<file path="config.mk">
export PLATFORM = sky130hd
export DESIGN_NAME = adder_nbit_pipe_flat
export DESIGN_NICKNAME = d
export VERILOG_FILES = /design/src/rtl/adder_pkg.sv /design/src/rtl/adder_nbit_pipe_if.sv /design/src/rtl/adder_1bit.sv /design/src/rtl/adder_slice.sv /design/src/rtl/adder_nbit_pipe.sv /design/src/flat_wrapper.sv
export SDC_FILE = /design/constraint.sdc
export NUM_CORES = 1
export LEC_CHECK = 0
export BUFFER_PORTS_ARGS = -buffer_cell sky130_fd_sc_hd__buf_2
export CELL_PAD_IN_SITES_DETAIL_PLACEMENT = 1
export CELL_PAD_IN_SITES_GLOBAL_PLACEMENT = 1
export CORE_UTILIZATION = 51
export CTS_CLUSTER_DIAMETER = 200
export DETAILED_ROUTE_END_ITERATION = 10
export PLACE_DENSITY = 0.93
export RECOVER_POWER = 25
export SLEW_MARGIN = 0
export SYNTH_ARGS = -nofsm -noshare
export SYNTH_HDL_FRONTEND = slang
export SYNTH_SLANG_ARGS = --single-unit
export TNS_END_PERCENT = 10
</file>
<file path="constraint.sdc">
create_clock -name clk -period 8.5 [get_ports clk]
set_input_delay 1.7 -clock clk [delete_from_list [all_inputs] [get_ports clk]]
set_output_delay 1.7 -clock clk [all_outputs]
set_load 0.01 [all_outputs]
</file>
<file path="src/rtl/adder_pkg.sv">
// ----------------------------------------------------------------------------
// adder_pkg
// Shared constants and helpers for the pipelined add/subtract unit.
//   ADD / SUB       : values of the 'sub' mode input
//   width_ok()      : legality check of a WIDTH / STAGES pairing, used at
//                     elaboration so an illegal slice split never builds
// ----------------------------------------------------------------------------
package adder_pkg;

    localparam logic ADD = 1'b0;
    localparam logic SUB = 1'b1;

    // A pairing is legal when every slice gets the same whole number of bits.
    function automatic bit width_ok(input int width, input int stages);
        if (stages < 1 || stages > width) begin
            return 1'b0;
        end
        return (width % stages) == 0;
    endfunction

endpackage

</file>
<file path="src/rtl/adder_nbit_pipe_if.sv">
// ----------------------------------------------------------------------------
// adder_nbit_pipe_if
// Operand/result bundle of the pipelined adder.
//   en         : pipeline advance enable (global stall when low)
//   in_valid   : a, b, carry_in, sub form a valid operation
//   a, b       : operands, WIDTH bits
//   carry_in   : carry into bit 0 in add mode
//   sub        : mode select (adder_pkg::ADD / adder_pkg::SUB)
//   out_valid  : sum, carry_out, overflow hold a completed result
//   sum        : result modulo 2^WIDTH
//   carry_out  : carry out of the MSB (no-borrow flag in subtract mode)
//   overflow   : two's-complement overflow
// Modports: master = operand producer / result consumer, slave = the adder.
// ----------------------------------------------------------------------------
interface adder_nbit_pipe_if #(
    parameter int WIDTH = 16
);
    logic             en;
    logic             in_valid;
    logic [WIDTH-1:0] a;
    logic [WIDTH-1:0] b;
    logic             carry_in;
    logic             sub;
    logic             out_valid;
    logic [WIDTH-1:0] sum;
    logic             carry_out;
    logic             overflow;

    modport master (
        output en, in_valid, a, b, carry_in, sub,
        input  out_valid, sum, carry_out, overflow
    );

    modport slave (
        input  en, in_valid, a, b, carry_in, sub,
        output out_valid, sum, carry_out, overflow
    );
endinterface

</file>
<file path="src/rtl/adder_1bit.sv">
// ----------------------------------------------------------------------------
// adder_1bit
// Full-adder cell.
//   a, b       : operand bits
//   carry_in   : incoming carry
//   sum        : a ^ b ^ carry_in
//   carry_out  : majority of the three inputs
// ----------------------------------------------------------------------------
module adder_1bit (
    input  logic a,
    input  logic b,
    input  logic carry_in,
    output logic sum,
    output logic carry_out
);
    logic half_sum;

    assign half_sum  = a ^ b;
    assign sum       = half_sum ^ carry_in;
    assign carry_out = (a & b) | (carry_in & half_sum);
endmodule

</file>
<file path="src/rtl/adder_slice.sv">
// ----------------------------------------------------------------------------
// adder_slice
// CHUNK-bit combinational ripple adder built from adder_1bit cells; one
// instance forms one pipeline slice of adder_nbit_pipe.
//   a, b          : slice operand bits (b already inverted for subtract)
//   carry_in      : carry into the slice LSB
//   sum           : slice sum bits
//   carry_out     : carry out of the slice MSB
//   msb_carry_in  : carry into the slice MSB (overflow tap of the top slice)
// ----------------------------------------------------------------------------
module adder_slice #(
    parameter int CHUNK = 4
) (
    input  logic [CHUNK-1:0] a,
    input  logic [CHUNK-1:0] b,
    input  logic             carry_in,
    output logic [CHUNK-1:0] sum,
    output logic             carry_out,
    output logic             msb_carry_in
);
    // Each bit owns its carry nets, so the chain is a series of distinct
    // signals rather than one vector feeding back into itself.
    for (genvar i = 0; i < CHUNK; i++) begin : g_bit
        logic c_in;
        logic c_out;

        if (i == 0) begin : g_cin
            assign c_in = carry_in;
        end else begin : g_cin
            assign c_in = g_bit[i-1].c_out;
        end

        adder_1bit u_bit (
            .a         (a[i]),
            .b         (b[i]),
            .carry_in  (c_in),
            .sum       (sum[i]),
            .carry_out (c_out)
        );
    end

    assign carry_out    = g_bit[CHUNK-1].c_out;
    assign msb_carry_in = g_bit[CHUNK-1].c_in;
endmodule

</file>
<file path="src/rtl/adder_nbit_pipe.sv">
// ----------------------------------------------------------------------------
// adder_nbit_pipe
// Pipelined WIDTH-bit add/subtract unit. The carry chain is cut into STAGES
// slices of CHUNK = WIDTH/STAGES bits with a register bank after each slice.
// Latency is STAGES enabled edges, throughput one operation per enabled edge.
//   clk   : system clock, rising edge
//   rst   : asynchronous active-high reset, clears every pipeline register
//   bus   : adder_nbit_pipe_if.slave (en, in_valid, a, b, carry_in, sub in;
//           out_valid, sum, carry_out, overflow out)
// ----------------------------------------------------------------------------
module adder_nbit_pipe
    import adder_pkg::*;
#(
    parameter int WIDTH  = 16,
    parameter int STAGES = 4
) (
    input  logic             clk,
    input  logic             rst,
    adder_nbit_pipe_if.slave bus
);
    localparam int CHUNK = WIDTH / STAGES;

    if (!width_ok(WIDTH, STAGES)) begin : g_cfg_check
        $error("adder_nbit_pipe: WIDTH must be a multiple of STAGES, 1 <= STAGES <= WIDTH");
    end

    // Subtract is A + ~B + 1: invert B once at the input, force carry-in.
    logic [WIDTH-1:0] op_b;
    logic             op_cin;

    assign op_b   = (bus.sub == SUB) ? ~bus.b : bus.b;
    assign op_cin = (bus.sub == ADD) ? bus.carry_in : 1'b1;

    // Outputs of the top slice, registered into the interface below.
    logic [WIDTH-1:0] fin_sum;
    logic             fin_cout;
    logic             fin_msb_cin;
    logic             fin_valid;

    // Stage k works on bits [k*CHUNK +: CHUNK]. Its bank k carries forward
    // the still-unsummed upper operand bits (skew), the finished lower sum
    // bits (de-skew), the slice carry and the valid bit. The last stage has
    // no bank of its own; it feeds the output registers directly.
    for (genvar k = 0; k < STAGES; k++) begin : g_stage
        localparam int LO  = k * CHUNK;
        localparam int REM = WIDTH - LO - CHUNK;

        logic [WIDTH-LO-1:0] rem_a;
        logic [WIDTH-LO-1:0] rem_b;
        logic [LO+CHUNK-1:0] sum_acc;
        logic [CHUNK-1:0]    s_sum;
        logic                s_cin;
        logic                s_cout;
        logic                s_msb_cin;
        logic                s_valid;

        if (k == 0) begin : g_src
            assign rem_a   = bus.a;
            assign rem_b   = op_b;
            assign s_cin   = op_cin;
            assign s_valid = bus.in_valid;
            assign sum_acc = s_sum;
        end else begin : g_src
            assign rem_a   = g_stage[k-1].g_bank.a_q;
            assign rem_b   = g_stage[k-1].g_bank.b_q;
            assign s_cin   = g_stage[k-1].g_bank.carry_q;
            assign s_valid = g_stage[k-1].g_bank.valid_q;
            assign sum_acc = {s_sum, g_stage[k-1].g_bank.sum_q};
        end

        adder_slice #(
            .CHUNK (CHUNK)
        ) u_slice (
            .a            (rem_a[CHUNK-1:0]),
            .b            (rem_b[CHUNK-1:0]),
            .carry_in     (s_cin),
            .sum          (s_sum),
            .carry_out    (s_cout),
            .msb_carry_in (s_msb_cin)
        );

        if (k < STAGES - 1) begin : g_bank
            logic [REM-1:0]      a_q;
            logic [REM-1:0]      b_q;
            logic [LO+CHUNK-1:0] sum_q;
            logic                carry_q;
            logic                valid_q;
            // Only the top slice's MSB carry is the overflow tap.
            logic                msb_cin_unused;

            assign msb_cin_unused = s_msb_cin;

            // Bubbles advance like real operations; only valid_q tells them
            // apart, so the data registers need no valid gating.
            always_ff @(posedge clk or posedge rst) begin
                if (rst) begin
                    a_q     <= '0;
                    b_q     <= '0;
                    sum_q   <= '0;
                    carry_q <= 1'b0;
                    valid_q <= 1'b0;
                end else if (bus.en) begin
                    a_q     <= rem_a[WIDTH-LO-1:CHUNK];
                    b_q     <= rem_b[WIDTH-LO-1:CHUNK];
                    sum_q   <= sum_acc;
                    carry_q <= s_cout;
                    valid_q <= s_valid;
                end
            end
        end else begin : g_last
            assign fin_sum     = sum_acc;
            assign fin_cout    = s_cout;
            assign fin_msb_cin = s_msb_cin;
            assign fin_valid   = s_valid;
        end
    end

    // Result registers only load on a valid result so a bubble leaves the
    // last answer visible; en low freezes everything including out_valid.
    always_ff @(posedge clk or posedge rst) begin
        if (rst) begin
            bus.out_valid <= 1'b0;
            bus.sum       <= '0;
            bus.carry_out <= 1'b0;
            bus.overflow  <= 1'b0;
        end else if (bus.en) begin
            bus.out_valid <= fin_valid;
            if (fin_valid) begin
                bus.sum       <= fin_sum;
                bus.carry_out <= fin_cout;
                bus.overflow  <= fin_cout ^ fin_msb_cin;
            end
        end
    end
endmodule
</file>
<file path="src/flat_wrapper.sv">
// flat-port wrapper written by rule: the top's interface ports become plain ports
module adder_nbit_pipe_flat import adder_pkg::*;
#(
    parameter int WIDTH  = 16,
    parameter int STAGES = 4
)
  (clk, rst, bus_en, bus_in_valid, bus_a, bus_b, bus_carry_in, bus_sub, bus_out_valid, bus_sum, bus_carry_out, bus_overflow);
  adder_nbit_pipe_if #(.WIDTH(WIDTH)) bus_i ();
  input  logic clk;
  input  logic rst;
  input wire logic [$bits(bus_i.en)-1:0] bus_en;
  input wire logic [$bits(bus_i.in_valid)-1:0] bus_in_valid;
  input wire logic [$bits(bus_i.a)-1:0] bus_a;
  input wire logic [$bits(bus_i.b)-1:0] bus_b;
  input wire logic [$bits(bus_i.carry_in)-1:0] bus_carry_in;
  input wire logic [$bits(bus_i.sub)-1:0] bus_sub;
  output wire logic [$bits(bus_i.out_valid)-1:0] bus_out_valid;
  output wire logic [$bits(bus_i.sum)-1:0] bus_sum;
  output wire logic [$bits(bus_i.carry_out)-1:0] bus_carry_out;
  output wire logic [$bits(bus_i.overflow)-1:0] bus_overflow;
  assign bus_i.en = bus_en;
  assign bus_i.in_valid = bus_in_valid;
  assign bus_i.a = bus_a;
  assign bus_i.b = bus_b;
  assign bus_i.carry_in = bus_carry_in;
  assign bus_i.sub = bus_sub;
  assign bus_out_valid = bus_i.out_valid;
  assign bus_sum = bus_i.sum;
  assign bus_carry_out = bus_i.carry_out;
  assign bus_overflow = bus_i.overflow;
  adder_nbit_pipe #(.WIDTH(WIDTH), .STAGES(STAGES)) u_core (.clk(clk), .rst(rst), .bus(bus_i));
endmodule
</file>
==> metrics.txt, run 1 <==
Synth async-reset ratio 100%; failing checks max-capacitance violations, max-slew violations; total power per unit cell area 274 nW/µm²; Worst-path clk slew 0.09 ns; multi-input logic area 1520 µm²; clock latency at the later pin of the worst-skew pair 0.36 ns; Reg power frac 51.0%; hold slack 0.494 ns; flop2flop setup slack 6.03 ns; std cell rows 32; area grow syn2layout 10.2%; hold endpoint u_core.g_stage[2].g_bank.b_q[1]$_DFFE_PP0P_; Sw Ratio 30.5%; Reg area 2430 µm²; critical-path cell list clkbuf_1 > buf_4 > nand2_4 > mux2_4; slew margin rel. -33.0%; Peak VDD IR 0.104 mV; clock sink total 97; CTS tree yes; RSZ-0062 raised after global routing no; status complete, but fails checks; Die W 93.3 µm; Synthesis Warnings 0; flops & latches, synth 97; Synth area leader dfrtp_1; Internal Pwr Total 0.894 mW; Power, Total 1.29 mW; grt ovf 0; via count 2356; CP max stage delay 1.40 ns; Post-synth EDFFs 0; Main synth FF type dfrtp_1; FF-to-FF path depth 9; library cells used by synthesis 18; Port-buffer cells 56; Leakage 2.18 nW; Post-Place Setup Slack 4.01 ns; PnR worst setup slack 4.04 ns; Seq/Total Area, Yosys 57.0%; share of layout cells above drive strength 1 37.0%; RePlAce Congestion 0.733; syn_area_per_cell 13.9 µm²; Initial Util 53.9%; initial antenna violation count 0; cts repair resizes 0; Switching Power 0.392 mW; endpoints failing setup 0; max-slew violation count 87; Post-Syn Instances 306; vias in the first global route 2689; Slew @ Worst Pin 1.99 ns; Post-CTS Setup Bufs 0; WS Path Type in -> reg; Final Hold Vio Count 0; Critical R2R Capture u_core.bus.overflow$_DFFE_PP0P_; Total Wirelength 8440 µm; Setup Total Neg Slack 0 ns; min-delay src u_core.g_stage[1].g_bank.b_q[5]$_DFFE_PP0P_; Period minus WS final 4.46 ns; GRT Total Usage 21.6%; I/O pin cnt 57; Worst Skew 0.0143 ns; Worst Hold Class reg -> reg; largest net degree at the start of global routing 70; Comb pwr share 25.1%; 1st-iter DRT viols 98; worst hold stages 2; Crit path buffers/inverters 2; DRT Pass-1 Iters 4; largest cells by area after synthesis dfrtp_1 (57%), mux2_2 (14%), fa_1 (7.5%); # H-tree levels 3; n_diodes 0; Max-cap violations 2; cts bufs inserted 9; power share of the clock group 23.9%; Hold Buf Count CTS 0; top cell type's share of synthesized area 57.0%; final worst path period share 52.5%; Core ar. 7890 µm²; Post-DRT Antenna Nets 0; Die Y 93.3 µm; Fmax 224 MHz; Worst path top cell family by delay buffers and inverters; DP Cell Count 451; DR WL/cell 18.1 µm; critical path's slowest cell clkbuf_1; CP startpoint kind input pin; Layout Nets 414; syn_nets 360; Layout fillers 818; clk buf depth 2; RR Startpoint u_core.g_stage[2].g_bank.b_q[0]$_DFFE_PP0P_; CTS Root Cell clkbuf_8; Finished Layout Cells 467; critical path depth 4; CP required 8.74 ns; Data arrival, critical path 4.70 ns; drt drc 0; Vias/cell 5.04; first-pass GRT wire length 13800 µm; crit-path max FO 69; Die ar. 8710 µm²; hpwl dp 6220 µm; kind of end point of the critical path register; synthesized area 4260 µm²
==> cells by family (layout without fill, tap and decap cells) <==
family,Yosys count,in the layout,synth area share (%)
simple gates,31,31,2.91
buf+inv,47,106,7.29
fa+ha+maj,16,16,7.53
mux,66,66,17.9
flops,97,97,57.0
compound gates,32,32,3.79
xor+xnor,17,17,3.50
==> layer usage <==
layer  vias up  GRT usage [%]  part of all wire (%)
met1      1207           27.5                    42
met5         -              0                     0
met2        39           37.1                    53
met4         0           10.0                   2.2
met3        14           2.52                   1.9
li1       1096              -                     -
==> worst register-to-register path, delay by kind of cell (launching register included) <==
kind	cells	cell delay, ns
multiplexers	1	0.26
buffers and inverters	3	0.25
flip-flops	1	0.40
adder cells (fa/ha/maj)	4	1.33
XOR/XNOR	1	0.14
==> worst max-delay path by stage <==
| stage | start | endpoint | slack (ns) |
|---|---|---|---|
| 6_report | bus_en | u_core.bus.sum[0]$_DFFE_PP0P_ | 4.04 |
| 5_1_grt | bus_en | u_core.bus.sum[0]$_DFFE_PP0P_ | 3.77 |
| 4_1_cts | bus_sub | u_core.g_stage[0].g_bank.sum_q[3]$_DFFE_PP0P_ | 4.40 |
| 3_5_place_dp | bus_sub | u_core.g_stage[0].g_bank.sum_q[3]$_DFFE_PP0P_ | 4.01 |
| 3_3_place_gp | bus_sub | u_core.g_stage[0].g_bank.sum_q[3]$_DFFE_PP0P_ | 4.20 |
| 2_1_floorplan | rst | u_core.bus.carry_out$_DFFE_PP0P_ | 4.27 |
==> layout by cell type, fill, tap and decap left out, types with 11 or more instances in the layout <==
cell     instances
inv_1           31
a21oi_1         19
nor2_1          19
buf_2           55
xnor2_1         16
o21ai_0         12
dfrtp_1         97
fa_1            16
mux2_2          54
nand2_1         11
==> power groups by stage <==
stage               clock [mW]  combinational (mW)  sequential, mW
detailed placement           0               0.328           0.667
floorplan                    0               0.200           0.665
global placement             0               0.295           0.652
global route             0.330               0.358           0.671
CTS                      0.315               0.331           0.658
finish                   0.308               0.322           0.656
==> layout make-up <==
class / instances / area share, %
Sequential cell: 97 / 51.7
Inverter: 32 / 2.59
Timing Repair Buffer: 58 / 6.27
Multi-Input combinational cell: 162 / 32.4
Clock buffer: 10 / 2.72
Clock inverter: 6 / 1.60
Tap cell: 102 / 2.72
==> sequential cells by signal, indices dropped and copies added, names as in the netlist <==
| register | count |
|---|---|
| u_core.g_stage.g_bank.b_q | 24 |
| u_core.g_stage.g_bank.carry_q | 3 |
| u_core.bus.carry_out | 1 |
| u_core.bus.overflow | 1 |
| u_core.fin_valid | 1 |
| u_core.bus.out_valid | 1 |
| u_core.g_stage.g_bank.valid_q | 2 |
| u_core.g_stage.g_bank.sum_q | 24 |
| u_core.g_stage.g_bank.a_q | 24 |
| u_core.bus.sum | 16 |
==> cells in the mapped netlist, types with 4 or more instances <==
cell type  number
buf_12          5
fa_1           16
dfrtp_1        97
xnor2_1        16
nand2_1        11
buf_6           5
mux2_4          7
mux2i_1         5
a21oi_1        19
buf_4           4
o21ai_0        12
mux2_2         54
inv_1          32
nor2_1         19
==> through the flow <==
| stage | utilization, % | cell area, µm² |
|---|---|---|
| floorplan | - | 4260 |
| global placement | 57.0 | 4490 |
| finish | 59.5 | 4690 |
| CTS | 59.5 | 4700 |
| detailed placement | 57.0 | 4490 |
| global route | 59.5 | 4690 |
(Power assumes the default switching activity.)
==> run 2, diff against run 1 <==
--- a/config.mk
+++ b/config.mk
@@ -5,13 +5,14 @@
 export SDC_FILE = /design/constraint.sdc
 export NUM_CORES = 1
 export LEC_CHECK = 0
+export ABC_AREA = 1
 export BUFFER_PORTS_ARGS = -buffer_cell sky130_fd_sc_hd__buf_2
 export CELL_PAD_IN_SITES_DETAIL_PLACEMENT = 1
 export CELL_PAD_IN_SITES_GLOBAL_PLACEMENT = 1
-export CORE_UTILIZATION = 51
+export CORE_UTILIZATION = 43
 export CTS_CLUSTER_DIAMETER = 200
 export DETAILED_ROUTE_END_ITERATION = 10
-export PLACE_DENSITY = 0.93
+export PLACE_DENSITY = 0.86
 export RECOVER_POWER = 25
 export SLEW_MARGIN = 0
 export SYNTH_ARGS = -nofsm -noshare
==> constraint.sdc (replaced) <==
create_clock -name clk -period 4.25 [get_ports clk]
set_input_delay 0.85 -clock clk [delete_from_list [all_inputs] [get_ports clk]]
set_output_delay 0.85 -clock clk [all_outputs]
set_load 0.01 [all_outputs]
==> metrics.txt, run 2 <==
status complete, but fails checks; failing checks max-capacitance violations, max-slew violations; CP startpoint kind input pin; fin area 4720 µm² (+0.72%); RR Startpoint u_core.g_stage[2].g_bank.b_q[0]$_DFFE_PP0P_; synth cell count leaders nand2_1 (198), dfrtp_1 (97), inv_1 (56), o21ai_0 (53), fa_1 (16); Synth async-reset ratio 100% (unchanged); vias in the first global route 3110 (+16%); Vias/cell 4.71 (-6.7%); routing usage on met3 3.05% (+0.53 points); Total Wirelength 8560 µm (+1.4%); Worst-path clk slew 0.08 ns (about the same); CP required 4.45 ns (-4.29 ns); Period minus WS final 3.05 ns; Slew @ Worst Pin 2.28 ns (+0.286 ns); n_diodes 0 (unchanged); max-slew violation count 44 (-49%); Comb pwr share 19.9% (-5.2 points); CTS tree yes; cts bufs inserted 9 (unchanged); PnR worst setup slack 1.20 ns (-2.84 ns); top-count cell post-synth nand2_1; Die ar. 10200 µm² (+17%); kind of end point of the critical path register; Die W 101 µm (+8.2%); flops & latches, synth 97 (unchanged); RePlAce Congestion 0.752 (+2.5%); Port-buffer cells 56 (unchanged); via count 3028 (+29%); Synth area leader dfrtp_1; Reg power frac 53.7% (+2.7 points); I/O pin cnt 57 (unchanged); 1st-iter DRT viols 86 (-12%); Peak VDD IR 0.149 mV (+43%); worst hold stages 2 (unchanged); clock sink total 97 (unchanged); RSZ-0062 raised after global routing no; Internal Pwr Total 1.56 mW (+74%); clock latency at the later pin of the worst-skew pair 0.36 ns (about the same); hpwl dp 6080 µm (-2.2%); critical-path cell list buf_2 > xnor2_1 > fa_1 > fa_1 > fa_1 > inv_1 > fa_1 > nand2_1 > o21ai_0; Critical R2R Capture u_core.bus.sum[15]$_DFFE_PP0P_; Post-CTS Setup Bufs 0 (unchanged); DRT Pass-1 Iters 4 (unchanged); FF-to-FF path depth 8 (-1); # H-tree levels 3 (unchanged); endpoints failing setup 0 (unchanged); slew margin rel. -52.0% (-19 points); Worst Skew 0.0135 ns (-0.000803 ns); syn_area_per_cell 9.13 µm² (-34%); grt ovf 0 (unchanged); Max-cap violations 1 (-1); hold endpoint u_core.g_stage[1].g_bank.sum_q[0]$_DFFE_PP0P_; crit-path max FO 18 (-74%); clk buf depth 2 (unchanged); Power, Total 2.22 mW (+73%); Post-synth EDFFs 0 (unchanged); Switching Power 0.662 mW (+69%); global routing's busiest layer met2; Sw Ratio 29.8% (-0.71 points); Synthesis Warnings 0 (unchanged); std cell rows 35 (+9.4%); met1 usage 23.8% (-3.7 points); CP max stage delay 0.43 ns (-0.97 ns); cts repair resizes 0 (unchanged); GRT Total Usage 18.9% (-2.8 points); Main synth FF type dfrtp_1; initial antenna violation count 0 (unchanged); Layout Nets 563 (+36%); largest net degree at the start of global routing 91 (+30%); synthesized area 4220 µm² (-0.88%); Core ar. 9370 µm² (+19%); Post-DRT Antenna Nets 0 (unchanged); largest registers u_core.g_stage.g_bank.a_q (24), u_core.g_stage.g_bank.b_q (24), u_core.g_stage.g_bank.sum_q (24); library cells used by synthesis 15 (-3); min-delay src u_core.g_stage[1].g_bank.sum_q[0]$_DFFE_PP0P_; power share of the clock group 26.4% (+2.5 points); Post-Syn Instances 462 (+51%); Leakage 2.54 nW (+17%); area grow syn2layout 12.0%; most used cell, CP fa_1; WS Path Type in -> reg; Data arrival, critical path 3.25 ns (-1.45 ns); Hold Buf Count CTS 0 (unchanged); Final Hold Vio Count 0 (unchanged); Worst Hold Class reg -> reg; Die Y 101 µm (+8.2%); commonest non-fill, non-tap cells in the layout nand2_1 (198), dfrtp_1 (97), buf_2 (56), inv_1 (55), o21ai_0 (53); M2 GR Usage 32.2% (-4.9 points); top cell type's share of synthesized area 57.5% (+0.51 points); final worst path period share 71.7%; Seq/Total Area, Yosys 57.5% (+0.51 points); Setup Total Neg Slack 0 ns (unchanged); syn_nets 516 (+43%); DR WL/cell 13.3 µm (-26%); Fmax 328 MHz; CTS Root Cell clkbuf_8; commonest non-fill, non-tap cell in the layout nand2_1; share of layout cells above drive strength 1 14.2% (-23 points); critical path's slowest cell fa_1; largest cells by area after synthesis dfrtp_1 (58%), nand2_1 (18%), fa_1 (7.6%); total power per unit cell area 470 nW/µm² (+71%); first-pass GRT wire length 14600 µm (+6.1%); Post-Place Setup Slack 0.852 ns (-3.16 ns); Initial Util 45.0% (-8.9 points); drt drc 0 (unchanged); Cell Area, Placed 4540 µm² (+1.1%); flop2flop setup slack 1.89 ns (-4.14 ns)
==> run 2: changes by cell type after synthesis, moves of 2 or more <==
cell and change:
buf_12 -5, xnor2_1 -13, nand2_1 +187, a21oi_1 -19, clkbuf_2 +2, mux2_2 -54, mux2_4 -7, o21ai_0 +41
mux2i_1 -5, inv_1 +24, nor2_1 -18, buf_4 -2, nand3_1 +13, buf_2 +14
==> run 2: power by group through the flow <==
stage | combinational (mW) | clock (mW) | sequential [mW]
finish | 0.443 | 0.586 | 1.19
global placement | 0.415 | 0 | 1.20
floorplan | 0.254 | 0 | 1.22
global route | 0.519 | 0.636 | 1.21
detailed placement | 0.455 | 0 | 1.21
CTS | 0.458 | 0.600 | 1.19
==> run 2: final cells by class <==
| type | instances | area, µm² |
|---|---|---|
| fill | 1157 | 4650 |
| sequential | 97 | 2430 |
| multi-input combinational | 285 | 1430 |
| timing repair buffer | 59 | 299 |
| inverter | 57 | 215 |
| tap | 129 | 161 |
| clock buffer | 13 | 149 |
| clock inverter | 3 | 40.0 |
==> run 2: worst max-delay path by stage <==
stage,startpoint,to,slack [ns],cells after the start
6_report,bus_sub,u_core.g_stage[0].g_bank.sum_q[3]$_DFFE_PP0P_,1.20,9
5_1_grt,rst,u_core.g_stage[1].g_bank.carry_q$_DFFE_PP0P_,1.09,3
4_1_cts,bus_sub,u_core.g_stage[0].g_bank.sum_q[3]$_DFFE_PP0P_,1.22,9
3_5_place_dp,bus_sub,u_core.g_stage[0].g_bank.sum_q[3]$_DFFE_PP0P_,0.85,9
3_3_place_gp,bus_sub,u_core.g_stage[0].g_bank.sum_q[3]$_DFFE_PP0P_,0.97,9
2_1_floorplan,rst,u_core.bus.carry_out$_DFFE_PP0P_,0.87,1
==> run 2: critical path, delay by kind of cell <==
| family | cells | cell delay [ns] |
|---|---|---|
| simple gates | 1 | 0.08 |
| compound gates | 1 | 0.09 |
| buf+inv | 2 | 0.44 |
| xor+xnor | 1 | 0.17 |
| fa+ha+maj | 4 | 1.61 |
==> run 2: stage by stage <==
stage                     hold WS (ns)  cells  utilization [%]
after floorplan                  0.442    462                -
after global placement           0.450    627             48.5
after detailed placement         0.459    627             48.5
after CTS                        0.477    643             50.5
after global routing             0.494    643             50.4
final                            0.477    643             50.4
==> run 2: metal layers <==
| layer | part of all wire, % | wire length (µm) |
|---|---|---|
| met4 | 1.8 | 154 |
| met5 | 0 | 0 |
| met2 | 50 | 4300 |
| met3 | 2.6 | 219 |
| met1 | 45 | 3890 |
==> run 2: kinds of logic after synthesis <==
kind of cell | share of synthesized area, %
AOI/OAI and AO/OA | 6.29
xor gates and xnor gates | 0.831
adders and majority gates | 7.59
buffers and inverters | 8.48
and+or+nand+nor | 19.3
DFF | 57.5
==> run 3, diff against run 2 <==
--- a/config.mk
+++ b/config.mk
@@ -9,10 +9,10 @@
 export BUFFER_PORTS_ARGS = -buffer_cell sky130_fd_sc_hd__buf_2
 export CELL_PAD_IN_SITES_DETAIL_PLACEMENT = 1
 export CELL_PAD_IN_SITES_GLOBAL_PLACEMENT = 1
-export CORE_UTILIZATION = 43
+export CORE_UTILIZATION = 39
 export CTS_CLUSTER_DIAMETER = 200
 export DETAILED_ROUTE_END_ITERATION = 10
-export PLACE_DENSITY = 0.86
+export PLACE_DENSITY = 0.83
 export RECOVER_POWER = 25
 export SLEW_MARGIN = 0
 export SYNTH_ARGS = -nofsm -noshare
==> constraint.sdc (replaced) <==
create_clock -name clk -period 2.6 [get_ports clk]
set_input_delay 0.52 -clock clk [delete_from_list [all_inputs] [get_ports clk]]
set_output_delay 0.52 -clock clk [all_outputs]
set_load 0.01 [all_outputs]
==> metrics.txt, run 3 (synthesis results as in run 2) <==
GRT Total Usage 17.4% (-1.4 points); Worst Skew 0.00747 ns (-0.00606 ns); Worst path top cell family by delay adder cells; CTS Root Cell clkbuf_8; RR Startpoint u_core.g_stage[2].g_bank.b_q[0]$_DFFE_PP0P_; total power per unit cell area 742 nW/µm² (+58%); commonest non-fill, non-tap cells in the layout nand2_1 (198), dfrtp_1 (97), buf_2 (56), inv_1 (55), o21ai_0 (53); n_diodes 0 (unchanged); Peak VDD IR 0.265 mV (+78%); DP Cell Count 638 (+1.8%); max-slew violation count 0 (-100%); Final Hold Vio Count 0 (unchanged); Die Y 106 µm (+4.9%); Vias/cell 4.59 (-2.5%); grt ovf 0 (unchanged); FF-to-FF path depth 8 (unchanged); fin util 45.7% (-4.7 points); CTS tree yes; Worst-path clk slew 0.09 ns (about the same); CP max stage delay 0.42 ns (about the same); vias in the first global route 3138 (+0.90%); critical path's slowest cell fa_1; CP startpoint kind input pin; Die ar. 11200 µm² (+10%); Cell Area, Placed 4610 µm² (+1.4%); flop2flop setup slack 0.24 ns (-1.65 ns); cts bufs inserted 9 (unchanged); first-pass GRT wire length 15100 µm (+3.3%); Reg area 2430 µm² (unchanged); clock sink total 97 (unchanged); Data arrival, critical path 2.64 ns (-0.61 ns); endpoints failing setup 0 (unchanged); critical-path cell list buf_2 > xnor2_1 > fa_1 > fa_1 > fa_1 > inv_1 > fa_1 > nand2_1 > o21ai_0; Max-cap violations 0 (-1); Slew @ Worst Pin 1.06 ns (-1.23 ns); Initial Util 40.5% (-4.5 points); Port-buffer cells 56 (unchanged); M2 GR Usage 28.0% (-4.2 points); routing usage on met3 3.13% (+0.076 points); Fmax 409 MHz; global routing's busiest layer met2; critical path depth 9 (unchanged); kind of end point of the critical path register; std cell rows 37 (+5.7%); via count 2994 (-1.1%); Hold Buf Count CTS 0 (unchanged); RSZ-0062 raised after global routing no; status finished, final reports clean; drt drc 0 (unchanged); area grow syn2layout 12.8%; Critical R2R Capture u_core.bus.sum[15]$_DFFE_PP0P_; multi-input logic area 1430 µm² (unchanged); DR WL/cell 13.3 µm (-0.33%); clk buf depth 2 (unchanged); commonest non-fill, non-tap cell in the layout nand2_1; Post-CTS Setup Bufs 0 (unchanged); Die W 106 µm (+4.9%); Layout Nets 567 (+0.71%); clock latency at the later pin of the worst-skew pair 0.36 ns (about the same); slew margin rel. 29.6% (+82 points); 1st-iter DRT viols 135 (+57%); Leakage 2.56 nW (+0.63%); largest registers u_core.g_stage.g_bank.a_q (24), u_core.g_stage.g_bank.b_q (24), u_core.g_stage.g_bank.sum_q (24); share of layout cells above drive strength 1 15.3% (+1.1 points); Finished Layout Cells 652 (+1.4%); fin area 4760 µm² (+0.69%); CP required 2.80 ns (-1.65 ns); most used cell, CP fa_1; Worst Hold Class in -> async; Total Wirelength 8650 µm (+1.1%); Period minus WS final 2.44 ns; Post-DRT Antenna Nets 0 (unchanged); initial antenna violation count 1 (+1); Worst Setup SP bus_sub; met1 usage 23.4% (-0.39 points); Layout fillers 1240 (+7.2%); largest net degree at the start of global routing 91 (unchanged); cts repair resizes 0 (unchanged); crit-path max FO 3 (-15); CP Capture Point u_core.g_stage[0].g_bank.sum_q[3]$_DFFE_PP0P_; Crit path buffers/inverters 2 (unchanged); WS Path Type in -> reg; I/O pin cnt 57 (unchanged); DRT Pass-1 Iters 4 (unchanged); final worst path period share 94.0%; Core ar. 10400 µm² (+11%); # H-tree levels 3 (unchanged); hpwl dp 6260 µm (+2.9%); RePlAce Congestion 0.744 (-1.0%)
==> run 3: cell types whose count changed in the layout (fill, tap and decap cells not counted), sizes merged <==
cell / delta
bufinv: -1
clkbuf: -2
clkinvlp: +1
buf: +4
==> run 3: how the worst min path moves through the flow <==
stage,depth (start not counted),endpoint,slack (ns)
after floorplan,2,u_core.g_stage[1].g_bank.sum_q[2]$_DFFE_PP0P_,0.44
after global placement,2,u_core.bus.out_valid$_DFFE_PP0P_,0.45
after detailed placement,2,u_core.g_stage[1].g_bank.sum_q[0]$_DFFE_PP0P_,0.46
after CTS,2,u_core.bus.sum[0]$_DFFE_PP0P_,0.14
after global routing,2,u_core.bus.sum[0]$_DFFE_PP0P_,0.27
final,2,u_core.bus.sum[0]$_DFFE_PP0P_,0.22
==> run 3: layout make-up <==
type                    instances  share of cell area [%]
clock inverters                 3                   0.368
repair buffers                 63                    7.21
multi-input cells             285                    30.1
inverters                      57                    4.52
clock buffers                  11                    3.18
well taps                     136                    3.58
flip-flops and latches         97                    51.0
==> run 3: metal layers <==
metal | vias up | part of all wire, %
met5 | - | 0.14
met4 | 2 | 1.9
met3 | 13 | 3.1
met2 | 52 | 48
met1 | 1444 | 47
li1 | 1483 | -
==> run 3: worst register-to-register path, stage by stage, from the launching register on <==
cell	delay (ns)
dfrtp_1	0.41
fa_1	0.43
inv_1	0.09
fa_1	0.18
inv_1	0.06
fa_1	0.47
inv_1	0.12
fa_1	0.39
o21ai_0	0.15
==> run 3: where the power goes <==
group | total [mW] | internal, mW | switching (mW)
Combinational | 0.719 | 0.281 | 0.438
Clock | 0.874 | 0.387 | 0.488
Sequential | 1.94 | 1.80 | 0.142
==> run 3: metrics by stage <==
stage                     setup WS, ns  total power, mW  setup TNS (ns)  hold WS (ns)
after detailed placement        -0.231             2.71          -0.231         0.459
after CTS                        0.159             3.60               0         0.137
after global routing           0.00145             3.79               0         0.265
after floorplan                 -0.224             2.41          -0.224         0.442
after global placement          -0.160             2.65          -0.160         0.451
final                            0.156             3.53               0         0.221
